[src/rtl/switch_debouncer.sv]
// Two-flop synchroniser plus per-bit counter debouncer for the board switches,
// with a sticky change flag/mask that software clears with a one-cycle ack.
module switch_debouncer #(
  parameter int unsigned WIDTH         = 18,
  parameter int unsigned STABLE_CYCLES = 4,
  parameter int unsigned CNT_W         = 16
) (
  input  logic             clock,
  input  logic             resetn,
  input  logic [0:WIDTH-1] raw_switches,
  output logic [0:WIDTH-1] switches,
  output logic             changed,
  output logic [0:WIDTH-1] change_mask,
  input  logic             ack
);

  localparam logic [CNT_W-1:0] LIMIT = CNT_W'(STABLE_CYCLES - 1);

  logic [0:WIDTH-1] sync1;
  logic [0:WIDTH-1] sync2;
  logic [0:WIDTH-1] sw_next;
  logic [0:WIDTH-1] toggle;
  logic [CNT_W-1:0] cnt      [WIDTH];
  logic [CNT_W-1:0] cnt_next [WIDTH];

  // A counter only advances while its bit disagrees; any match restarts it,
  // and it never passes LIMIT because reaching LIMIT flips the output.
  always_comb begin
    sw_next = switches;
    toggle  = '0;
    for (int unsigned i = 0; i < WIDTH; i++) begin
      cnt_next[i] = '0;
      if (sync2[i] != switches[i]) begin
        if (cnt[i] >= LIMIT) begin
          sw_next[i] = sync2[i];
          toggle[i]  = 1'b1;
        end else begin
          cnt_next[i] = cnt[i] + CNT_W'(1);
        end
      end
    end
  end

  always_ff @(posedge clock or negedge resetn) begin
    if (!resetn) begin
      sync1       <= '0;
      sync2       <= '0;
      switches    <= '0;
      cnt         <= '{default: '0};
      changed     <= 1'b0;
      change_mask <= '0;
    end else begin
      sync1    <= raw_switches;
      sync2    <= sync1;
      switches <= sw_next;
      cnt      <= cnt_next;
      // ack clears old history but keeps a toggle landing on the same edge
      if (ack) begin
        change_mask <= toggle;
        changed     <= |toggle;
      end else begin
        change_mask <= change_mask | toggle;
        changed     <= changed | (|toggle);
      end
    end
  end

endmodule

[config.mk]
export PLATFORM = sky130hd
export DESIGN_NAME = switch_debouncer
export DESIGN_NICKNAME = d
export VERILOG_FILES = /design/src/rtl/switch_debouncer.sv
export SDC_FILE = /design/constraint.sdc
export NUM_CORES = 1
export LEC_CHECK = 0
export CAP_MARGIN = 20
export CORE_UTILIZATION = 52
export DETAILED_ROUTE_END_ITERATION = 10
export MAX_ROUTING_LAYER = met4
export PLACE_DENSITY_LB_ADDON = 0.12
export SYNTH_ARGS = -nofsm -noshare
export SYNTH_HDL_FRONTEND = slang
export SYNTH_SLANG_ARGS = --single-unit
[constraint.sdc]
create_clock -name clock -period 1.8 [get_ports clock]
set_input_delay 0.54 -clock clock [delete_from_list [all_inputs] [get_ports clock]]
set_output_delay 0.54 -clock clock [all_outputs]
set_load 0.03 [all_outputs]
# Word-level counts from Yosys, hierarchy flattened
# Cells that the tools add are included.
[word_totals]
reg_bits = 361
input_bits = 21
out_inout_bits = 37
word_cells = 189
[op_classes]
n_addsub = 18
n_lt_le_gt_ge = 18
eq_ne = 18
mux = 74
bitwise = 2
n_reduce_logical = 19
[op_table]
columns = ["op", "n"]
rows = [
  ["16-bit 2-to-1 mux", 36],
  ["16-bit by 1-bit adder with 16-bit output (second input constant)", 18],
  ["16-bit by 2-bit greater-or-equal comparator with 1-bit output (second input constant)", 18],
  ["1-bit 2-to-1 mux", 37],
  ["2-bit AND reduction", 18],
  ["18-bit 2-to-1 mux", 1],
  ["1-bit inequality test", 18],
  ["18-bit OR", 1],
  ["18-bit OR reduction", 1],
  ["1-bit OR", 1],
]

# Depth between registers and ports, before layout
# Gate-level depths: netlist of run 1.
[depth]
depth_word = 6
mapped_depth = 6
mapped_depth_nobuf = 6

# Worst setup path before layout of run 1
# No wires, ideal clock.
[synth_timing]
kind = "register -> register"
startpoint = "reg cnt[224] in the netlist's numbering"
endpoint = "reg changed"
setup_ps = 131
arrival_time_ps = 1605
required_ps = 1669
setup_slack_ps = 64
path_stages_with_launch = 7
n_path_buf = 0
period_less_slack_ps = 1736
cell_sequence = "dfrtp_1 -> ha_1 -> nor4_4 -> nand4_2 -> a22oi_2 -> nand4_1 -> or3_1"
[synth_between]
elab_chain_len = 6
[synth_lines]
columns = ["item", "line", "rtl"]
rows = [
  ["start: declaration", "23", "logic [CNT_W-1:0] cnt [WIDTH];"],
  ["start signal: assignment", "56", "cnt <= cnt_next;"],
  ["16-bit by 2-bit greater-or-equal comparator with 1-bit output *", "34", "if (cnt[i] >= LIMIT) begin"],
  ["1-bit 2-to-1 mux *", "34", ""],
  ["1-bit 2-to-1 mux *", "33", "if (sync2[i] != switches[i]) begin"],
  ["18-bit OR reduction *", "60, 63", ""],
  ["1-bit OR", "63", "changed <= changed | (|toggle);"],
  ["1-bit 2-to-1 mux *", "58", "if (ack) begin"],
  ["end signal: assignment", "60", "changed <= |toggle;"],
  ["end signal: assignment", "63", ""],
  ["end: declaration", "12", "output logic changed,"],
]
# Mark *: on every way between the ends. The rest lies on a longest branch, timed or not.
# A chain may end at the register's enable or synchronous reset.

# Worst setup path after layout of run 1
[layout_timing]
startpoint = "reg cnt[16] in the netlist's numbering"
endpoint = "reg changed"
# The elaborated chain is that of the path after synthesis.

==> results of run 1 <==
==> how the worst max path moves through the flow <==
stage / start / end / slack [ns] / cells after the start
floorplan: cnt[224]$_DFF_PN0_ / changed$_DFF_PN0_ / 0.06 / 6
global placement: cnt[96]$_DFF_PN0_ / changed$_DFF_PN0_ / -0.12 / 6
detailed placement: ack / changed$_DFF_PN0_ / -0.18 / 5
CTS: switches[1]$_DFFE_PN0P_ / switches[1] / -0.04 / 1
global route: cnt[161]$_DFF_PN0_ / changed$_DFF_PN0_ / -0.12 / 6
finish: cnt[16]$_DFF_PN0_ / changed$_DFF_PN0_ / -0.01 / 6
==> cell families after synthesis <==
group | Yosys count
AOI/OAI and AO/OA | 26
buffers and inverters | 23
muxes | 18
DFF | 361
xor gates and xnor gates | 32
and+or+nand+nor | 153
other | 1
adders and majority gates | 18
==> state kept, by name, indices dropped and copies added (netlist names) <==
| signal | flops |
|---|---|
| cnt | 288 |
| change_mask | 18 |
| switches | 18 |
| sync1 | 18 |
| sync2 | 18 |
| changed | 1 |
==> final cells by class <==
class / count / area (µm²)
Clock buffer: 57 / 1101
Clock inverter: 6 / 68.82
Fill cell: 1429 / 6053
Inverter: 22 / 82.58
Multi-Input combinational cell: 499 / 2861
Sequential cell: 361 / 9035
Tap cell: 270 / 337.8
Timing Repair Buffer: 97 / 889.6
==> routing by layer <==
layer	wire length, µm	GRT usage, %	vias up
met4	367	6.237	0
met5	0	-	-
met1	6841	21.26	2784
met3	583	3.385	36
met2	7970	27.18	69
li1	-	-	2706
==> metrics by stage <==
| step | util [%] | total power [mW] | worst slack, ns | cell area [µm²] |
|---|---|---|---|---|
| after CTS | 70.47 | 16.89 | -0.04221 | 14400 |
| after global placement | 64.39 | 9.631 | -0.1230 | 13160 |
| final | 70.37 | 16.64 | -0.01031 | 14380 |
| after global routing | 70.37 | 17.36 | -0.1165 | 14380 |
| after floorplan | - | 9.150 | 0.06416 | 11870 |
| after detailed placement | 64.39 | 9.649 | -0.1828 | 13160 |
==> timing repair <==
item | 4_1_cts | 5_1_grt
setup endpoints to repair | 38 | 19
resized for setup | 128 | 32
hold endpoints to repair | 16 | 0
pin swaps | 17 | 17
setup buffers | 2 | 3
hold buffers | 1 | 0
==> worst max-delay path, cell delays in order, from the launching register on <==
cell	delay, ns
dfrtp_1	0.38
ha_1	0.22
nor4_2	0.28
nand4_1	0.19
nand2_2	0.12
nand3_2	0.11
or3_1	0.38
==> cell usage in the layout, fill, tap and decap left out, types with 6 or more instances in the layout <==
master / count
buf_12: 10
nor4_1: 35
buf_2: 15
ha_1: 16
buf_4: 29
clkbuf_2: 10
o21ai_0: 18
clkbuf_16: 37
clkbuf_8: 10
nor3b_1: 14
inv_1: 22
clkdlybuf4s15_2: 9
mux2_2: 18
xor2_1: 18
nand2_1: 21
nand4_1: 18
conb_1: 252
xnor2_1: 14
nor4_2: 17
dfrtp_1: 360
a22oi_2: 6
clkbuf_1: 10
clkdlybuf4s50_1: 19
nor3_1: 32
==> where the power goes <==
part           leakage (nW)  total (mW)  internal (mW)  switching (mW)
Combinational          2.09       0.786          0.270           0.516
Sequential             4.27        8.69           8.51           0.174
Clock                 0.571        7.16           4.34            2.82
==> impl_metrics.json, run 1 <==
{
  "htreeDepth": 2,
  "layoutNonFillerInstCount": 1312,
  "p_leak_nw": 6.934,
  "fin_crit_sh_pct": 100.6,
  "synthArstFlopShare_pct": 100.0,
  "rrSetupSlack_ns": -0.01,
  "drive_gt1_share_pct": 16.99,
  "synthTopCellsByArea": "dfrtp_1 (83%), nor4_1 (2.7%), ha_1 (2.1%)",
  "netlist.area_leader.share_pct": 82.70,
  "r2r-start": "cnt[16]$_DFF_PN0_",
  "initial_core_util_pct": 53.47,
  "startpoint_type": "register",
  "synth-xor-area-share_pct": 2.566,
  "num_rows": 52,
  "r2r-end": "changed$_DFF_PN0_",
  "syn-cell-area_mm2": 0.01092,
  "fmax_ghz": 0.5524,
  "synthFlopType": "dfrtp_1",
  "remaining_drc_errors": 0,
  "power.density_mw_per_mm2": 1157,
  "hold_class": "register to register",
  "antenna_cells": 0,
  "yosysMostFrequentCell": "dfrtp_1",
  "syn_inst": 632,
  "tritoncts_num_sinks": 361,
  "ys_seq_elements": 361,
  "seq_area_frac_synth_pct": 82.70,
  "holdWs_ns": 0.3466,
  "violations": "setup timing",
  "synthSimpleGateAreaFrac_pct": 8.545,
  "antenna_found_initial": 0,
  "rsz0062_at_grt": "true",
  "avgSynthCellArea_um2": 17.28,
  "slew_viol_final": 0,
  "dpl.hpwl_um": 10370,
  "finalHoldViolations": 0,
  "synth_compound_area_share_pct": 1.443,
  "arrival_ns": 2.19,
  "place_inst": 1243,
  "grt_pass1_wl_um": 27680,
  "port_buffers": 57,
  "overflow": 0,
  "yosysWarnings": 0,
  "cts_tree": "done",
  "setup_tns_ns": -0.01031,
  "crit_path_end_kind": "register",
  "worstRegToRegCells": 6,
  "dieHeight_um": 146.9,
  "finalSetupViolations": 1,
  "synth_enable_flop_cells": 0,
  "grt_max_degree": 73,
  "path_class": "register to register",
  "vias": 5595,
  "grt_usage_pct": 16.81,
  "whs_path_depth": 0,
  "die_x_um": 146.9,
  "min_from": "sync1[16]$_DFF_PN0_",
  "cts_made_buffers": 36,
  "postRouteWirelength_um": 15760,
  "ios": 58,
  "min_period_ns": 1.810,
  "finClkSkew_ns": 0.01640,
  "grt_pass1_vias": 6045,
  "critPathMaxFanout": 2,
  "final_nets": 1056,
  "clk_latency_ns": 0.50,
  "die_area_mm2": 0.02159,
  "netlist_top_cells_count": "dfrtp_1 (361), nor4_1 (47), nor3_1 (32)",
  "required_ns": 2.18,
  "cap_violations": 0,
  "synth_top_family_by_area": "simple AND/OR/NAND/NOR gates",
  "ctsLongestPathBuffers": 3,
  "gp_congestion": 0.7310,
  "synth_cell_types": 25,
  "avgRoutedWirePerCell_um": 12.01,
  "postRouteAntennaNets": 0,
  "initialDrtViolationCount": 169,
  "worst_slack_ns": -0.01031,
  "clk_pin_slew_worst_paths_ns": 0.06,
  "vdd_drop_max_mv": 0.8499,
  "drt_first_pass_iters": 4,
  "ctsRootBufferMaster": "clkbuf_16",
  "whs_endpoint": "sync2[16]$_DFF_PN0_",
  "synth_mux_area_share_pct": 1.856,
  "routed_via_density": 4.264,
  "synth_top_area_cell": "dfrtp_1",
  "area_growth_pct": 31.62,
  "core_mm2": 0.02043,
  "synth_adder_area_share_pct": 2.062,
  "run_status": "finished with violations"
}
(Power assumes the default switching activity.)
==> run 2, diff against run 1 <==
--- a/config.mk
+++ b/config.mk
@@ -6,9 +6,9 @@
 export NUM_CORES = 1
 export LEC_CHECK = 0
 export CAP_MARGIN = 20
+export CORE_ASPECT_RATIO = 0.6
 export CORE_UTILIZATION = 52
 export DETAILED_ROUTE_END_ITERATION = 10
-export MAX_ROUTING_LAYER = met4
 export PLACE_DENSITY_LB_ADDON = 0.12
 export SYNTH_ARGS = -nofsm -noshare
 export SYNTH_HDL_FRONTEND = slang
==> impl_metrics.json, run 2 (same netlist as run 1, synthesis figures left out) <==
{
  "place_inst": 1249,
  "core_mm2": 0.02027,
  "dpl_cell_area_mm2": 0.01313,
  "dieHeight_um": 114.3,
  "vdd_drop_max_mv": 0.8675,
  "antenna_found_initial": 0,
  "startpoint_type": "register",
  "path_cells": "ha_2 -> nor4_4 -> nand4_1 -> a22oi_2 -> buf_4 -> nand4_1 -> or3_1",
  "critical-path-top-delay-family": "simple AND/OR/NAND/NOR gates",
  "r2r-start": "cnt[192]$_DFF_PN0_",
  "slew_viol_final": 0,
  "max_stage_delay_ns": 0.40,
  "ctsLongestPathBuffers": 3,
  "clk_pin_slew_worst_paths_ns": 0.06,
  "antenna_cells": 0,
  "critPathMaxFanout": 2,
  "setup_tns_ns": -0.03736,
  "cap_violations": 0,
  "run_status": "finished with violations",
  "ios": 58,
  "remaining_drc_errors": 0,
  "finalInstanceArea_mm2": 0.01425,
  "worst_slack_ns": -0.03736,
  "dpl.hpwl_um": 10200,
  "postRouteWirelength_um": 15800,
  "crit_path_frequent_cell": "nand4_1",
  "design_power_total_mw": 16.24,
  "cp-startpoint": "cnt[192]$_DFF_PN0_",
  "final_nets": 1055,
  "drive_gt1_share_pct": 16.97,
  "power.density_mw_per_mm2": 1139,
  "grt_pass1_wl_um": 27330,
  "htreeDepth": 1,
  "hold_class": "register to register",
  "gp_congestion": 0.6874,
  "final_common_cell": "dfrtp_1",
  "area_growth_pct": 30.50,
  "detailedPlace.worstSlack_ns": -0.1689,
  "cts_made_buffers": 31,
  "holdWs_ns": 0.3479,
  "required_ns": 2.21,
  "initial_core_util_pct": 53.89,
  "arrival_ns": 2.25,
  "largest_register_ffs": 288,
  "grt_pass1_vias": 5580,
  "tritoncts_num_sinks": 361,
  "grt_max_degree": 65,
  "die_area_mm2": 0.02161,
  "min_period_ns": 1.837,
  "overflow": 0,
  "regMostFlops": "cnt",
  "critPathBufInv": 1,
  "p_leak_nw": 6.882,
  "num_rows": 40,
  "slowest_stage": "dfrtp_1",
  "most-common-layout-cells": "dfrtp_1 (359), conb_1 (252), nor4_1 (40), buf_4 (37), nor3_1 (32)",
  "fmax_ghz": 0.5443,
  "vias": 5426,
  "post-route-util_pct": 70.33,
  "crit_path_end_kind": "register",
  "cts_tree": "done",
  "avgRoutedWirePerCell_um": 12.06,
  "port_buffers": 57,
  "layoutNonFillerInstCount": 1310,
  "finClkSkew_ns": 0.006738,
  "clk_latency_ns": 0.53,
  "grt_usage_pct": 16.18,
  "finalHoldViolations": 0,
  "ctsRootBufferMaster": "clkbuf_16",
  "fin_crit_sh_pct": 102.1,
  "violations": "setup timing",
  "drt_first_pass_iters": 4,
  "rsz0062_at_grt": "true",
  "min_from": "sync1[12]$_DFF_PN0_",
  "postRouteAntennaNets": 0,
  "routed_via_density": 4.142,
  "path_class": "register to register",
  "die_x_um": 189.1,
  "finalSetupViolations": 1,
  "initialDrtViolationCount": 221
}
==> run 2: cell types whose count changed in the layout (fill, tap and decap cells not counted), moves of 4 or more <==
cell / previous run / this run
nor4_2: 17 / 12
clkbuf_2: 10 / 0
buf_4: 29 / 37
buf_2: 15 / 21
clkbuf_16: 37 / 31
clkdlybuf4s15_2: 9 / 16
buf_12: 10 / 6
nor4_1: 35 / 40
==> run 2: path summary, 6_finish.rpt <==
kind,slack [ns],end,depth (start not counted)
setup / recovery,-0.04,changed$_DFF_PN0_,7
hold / removal,0.35,sync2[12]$_DFF_PN0_,0
setup reg to reg,-0.04,changed$_DFF_PN0_,7
hold reg to reg,0.35,sync2[12]$_DFF_PN0_,0
max in group asynchronous,0.74,cnt[153]$_DFF_PN0_,3
min in group asynchronous,0.45,cnt[113]$_DFF_PN0_,2
==> run 2: final cells by class <==
class | count | area, µm²
sequential | 361 | 9036
fill | 1375 | 6015
multi-input combinational | 499 | 2833
clock buffer | 46 | 912.1
timing repair buffer | 101 | 898.4
tap | 273 | 341.6
clock inverter | 8 | 151.4
inverter | 22 | 82.58
==> run 2: timing repair <==
item / in CTS / in global routing
buffers inserted: 5 / 1
gates resized for setup: 155 / 18
hold buffers: 1 / 0
endpoints found under the hold margin: 18 / 0
setup endpoints to repair: 38 / 7
gates cloned: 0 / 0
pin swaps: 15 / 3
==> run 2: metal layers <==
| metal | up-vias | GRT usage, % | wire, µm | share of wire, % |
|---|---|---|---|---|
| met1 | 2644 | 24.88 | 8077 | 51 |
| li1 | 2699 | - | - | - |
| met3 | 28 | 3.095 | 488 | 3.1 |
| met4 | 0 | 4.409 | 313 | 2.0 |
| met2 | 55 | 23.97 | 6920 | 44 |
| met5 | - | 0 | 0 | 0 |
==> run 2: power by group <==
part,switching [mW],internal (mW),total (mW)
Combinational,0.510,0.264,0.774
Clock,2.72,4.06,6.78
Sequential,0.174,8.51,8.68
==> run 3, diff against run 2 <==
--- a/config.mk
+++ b/config.mk
@@ -5,11 +5,12 @@
 export SDC_FILE = /design/constraint.sdc
 export NUM_CORES = 1
 export LEC_CHECK = 0
-export CAP_MARGIN = 20
+export CAP_MARGIN = 5
 export CORE_ASPECT_RATIO = 0.6
-export CORE_UTILIZATION = 52
+export CORE_UTILIZATION = 58
 export DETAILED_ROUTE_END_ITERATION = 10
 export PLACE_DENSITY_LB_ADDON = 0.12
+export SKIP_CTS_REPAIR_TIMING = 1
 export SYNTH_ARGS = -nofsm -noshare
 export SYNTH_HDL_FRONTEND = slang
 export SYNTH_SLANG_ARGS = --single-unit
==> constraint.sdc (replaced) <==
create_clock -name clock -period 2 [get_ports clock]
set_input_delay 0.6 -clock clock [delete_from_list [all_inputs] [get_ports clock]]
set_output_delay 0.6 -clock clock [all_outputs]
set_load 0.03 [all_outputs]
==> impl_metrics.json, run 3 (same netlist as run 1, synthesis figures left out) <==
{
  "run_status": "finished with violations",
  "violations": "DRC",
  "initialDrtViolationCount": 203,
  "rrSetupSlack_ns": 0.03,
  "fin_crit_sh_pct": 98.42,
  "cts_made_buffers": 31,
  "cts_tree": "done",
  "p_leak_nw": 7.087,
  "die_area_mm2": 0.01940,
  "finalInstanceArea_mm2": 0.01428,
  "regMostFlops": "cnt",
  "finalSetupViolations": 0,
  "critPathMaxFanout": 2,
  "area_growth_pct": 30.76,
  "postRouteWirelength_um": 17050,
  "port_buffers": 57,
  "ctsRootBufferMaster": "clkbuf_16",
  "grt_usage_pct": 18.78,
  "drive_gt1_share_pct": 12.01,
  "hold_class": "register to register",
  "finalHoldViolations": 0,
  "post-route-util_pct": 78.23,
  "path_class": "register to register",
  "final_common_cell": "dfrtp_1",
  "antenna_cells": 0,
  "largest_register_ffs": 288,
  "layoutNonFillerInstCount": 1264,
  "place_inst": 1208,
  "clk_pin_slew_worst_paths_ns": 0.07,
  "antenna_found_initial": 0,
  "routed_via_density": 4.414,
  "dpl.hpwl_um": 10450,
  "detailedPlace.worstSlack_ns": -0.07032,
  "postRouteAntennaNets": 0,
  "avgRoutedWirePerCell_um": 13.49,
  "overflow": 0,
  "vias": 5579,
  "crit_path_end_kind": "register",
  "power.density_mw_per_mm2": 1025,
  "cp-startpoint": "cnt[256]$_DFF_PN0_",
  "drt_first_pass_iters": 7,
  "cp-endpoint": "changed$_DFF_PN0_",
  "cap_violations": 0,
  "slew_viol_final": 0,
  "min_period_ns": 1.968,
  "dpl_cell_area_mm2": 0.01303,
  "ctsLongestPathBuffers": 3,
  "gp_congestion": 0.7272,
  "remaining_drc_errors": 2,
  "fmax_ghz": 0.5080,
  "vdd_drop_max_mv": 0.7838,
  "initial_core_util_pct": 59.83,
  "worstRegToRegCells": 6,
  "arrival_ns": 2.38,
  "grt_pass1_vias": 5741,
  "tritoncts_num_sinks": 361,
  "holdWs_ns": 0.3484,
  "startpoint_type": "register",
  "htreeDepth": 1,
  "setup_tns_ns": 0,
  "core_mm2": 0.01826,
  "r2r-start": "cnt[256]$_DFF_PN0_",
  "grt_pass1_wl_um": 27920,
  "final_nets": 1042,
  "ios": 58,
  "design_power_total_mw": 14.65,
  "num_rows": 38,
  "min_from": "sync1[0]$_DFF_PN0_",
  "worst_slack_ns": 0.03164,
  "most-common-layout-cells": "dfrtp_1 (361), conb_1 (252), nor4_1 (37), dlymetal6s2s_1 (37), nor3_1 (32)",
  "grt_max_degree": 53,
  "die_x_um": 179.2,
  "clk_latency_ns": 0.54,
  "required_ns": 2.42,
  "finClkSkew_ns": 0.009049,
  "r2r-end": "changed$_DFF_PN0_",
  "dieHeight_um": 108.3
}
-- run 3: how the worst min path moves through the flow --
stage	end	slack, ns	cells past startpoint
3_5_place_dp	sync2[0]$_DFF_PN0_	0.33	0
3_3_place_gp	sync2[5]$_DFF_PN0_	0.33	0
6_report	sync2[0]$_DFF_PN0_	0.35	0
2_1_floorplan	change_mask[0]$_DFF_PN0_	0.30	0
5_1_grt	sync2[6]$_DFF_PN0_	0.36	0
4_1_cts	change_mask[12]$_DFF_PN0_	-0.04	1
-- run 3: routing by layer --
metal / track usage, % / up-vias / share of wire (%) / wire, µm
met5: 0 / - / 0 / 0
met4: 4.022 / 0 / 1.7 / 282
met3: 3.516 / 29 / 2.9 / 498
met2: 30.53 / 58 / 49 / 8317
met1: 27.05 / 2812 / 47 / 7953
li1: - / 2680 / - / -
-- run 3: cell type report --
class / instances / area [µm²]
Sequential cell: 361 / 9034
Multi-Input combinational cell: 499 / 2831
Fill cell: 1077 / 3975
Clock inverter: 11 / 165.2
Timing Repair Buffer: 88 / 978.4
Inverter: 22 / 82.58
Clock buffer: 43 / 890.9
Tap cell: 240 / 300.3
-- run 3: power by group --
group / internal, mW / switching (mW)
registers: 7.66 / 0.165
logic: 0.262 / 0.469
clock network: 3.62 / 2.48
-- run 3: critical path, cell delays in order (launching register included) --
cell and delay [ns]:
dfrtp_1 0.39, ha_1 0.24, nor4_4 0.32, nand4_2 0.17, a22oi_2 0.21, nand4_1 0.14
or3_1 0.37
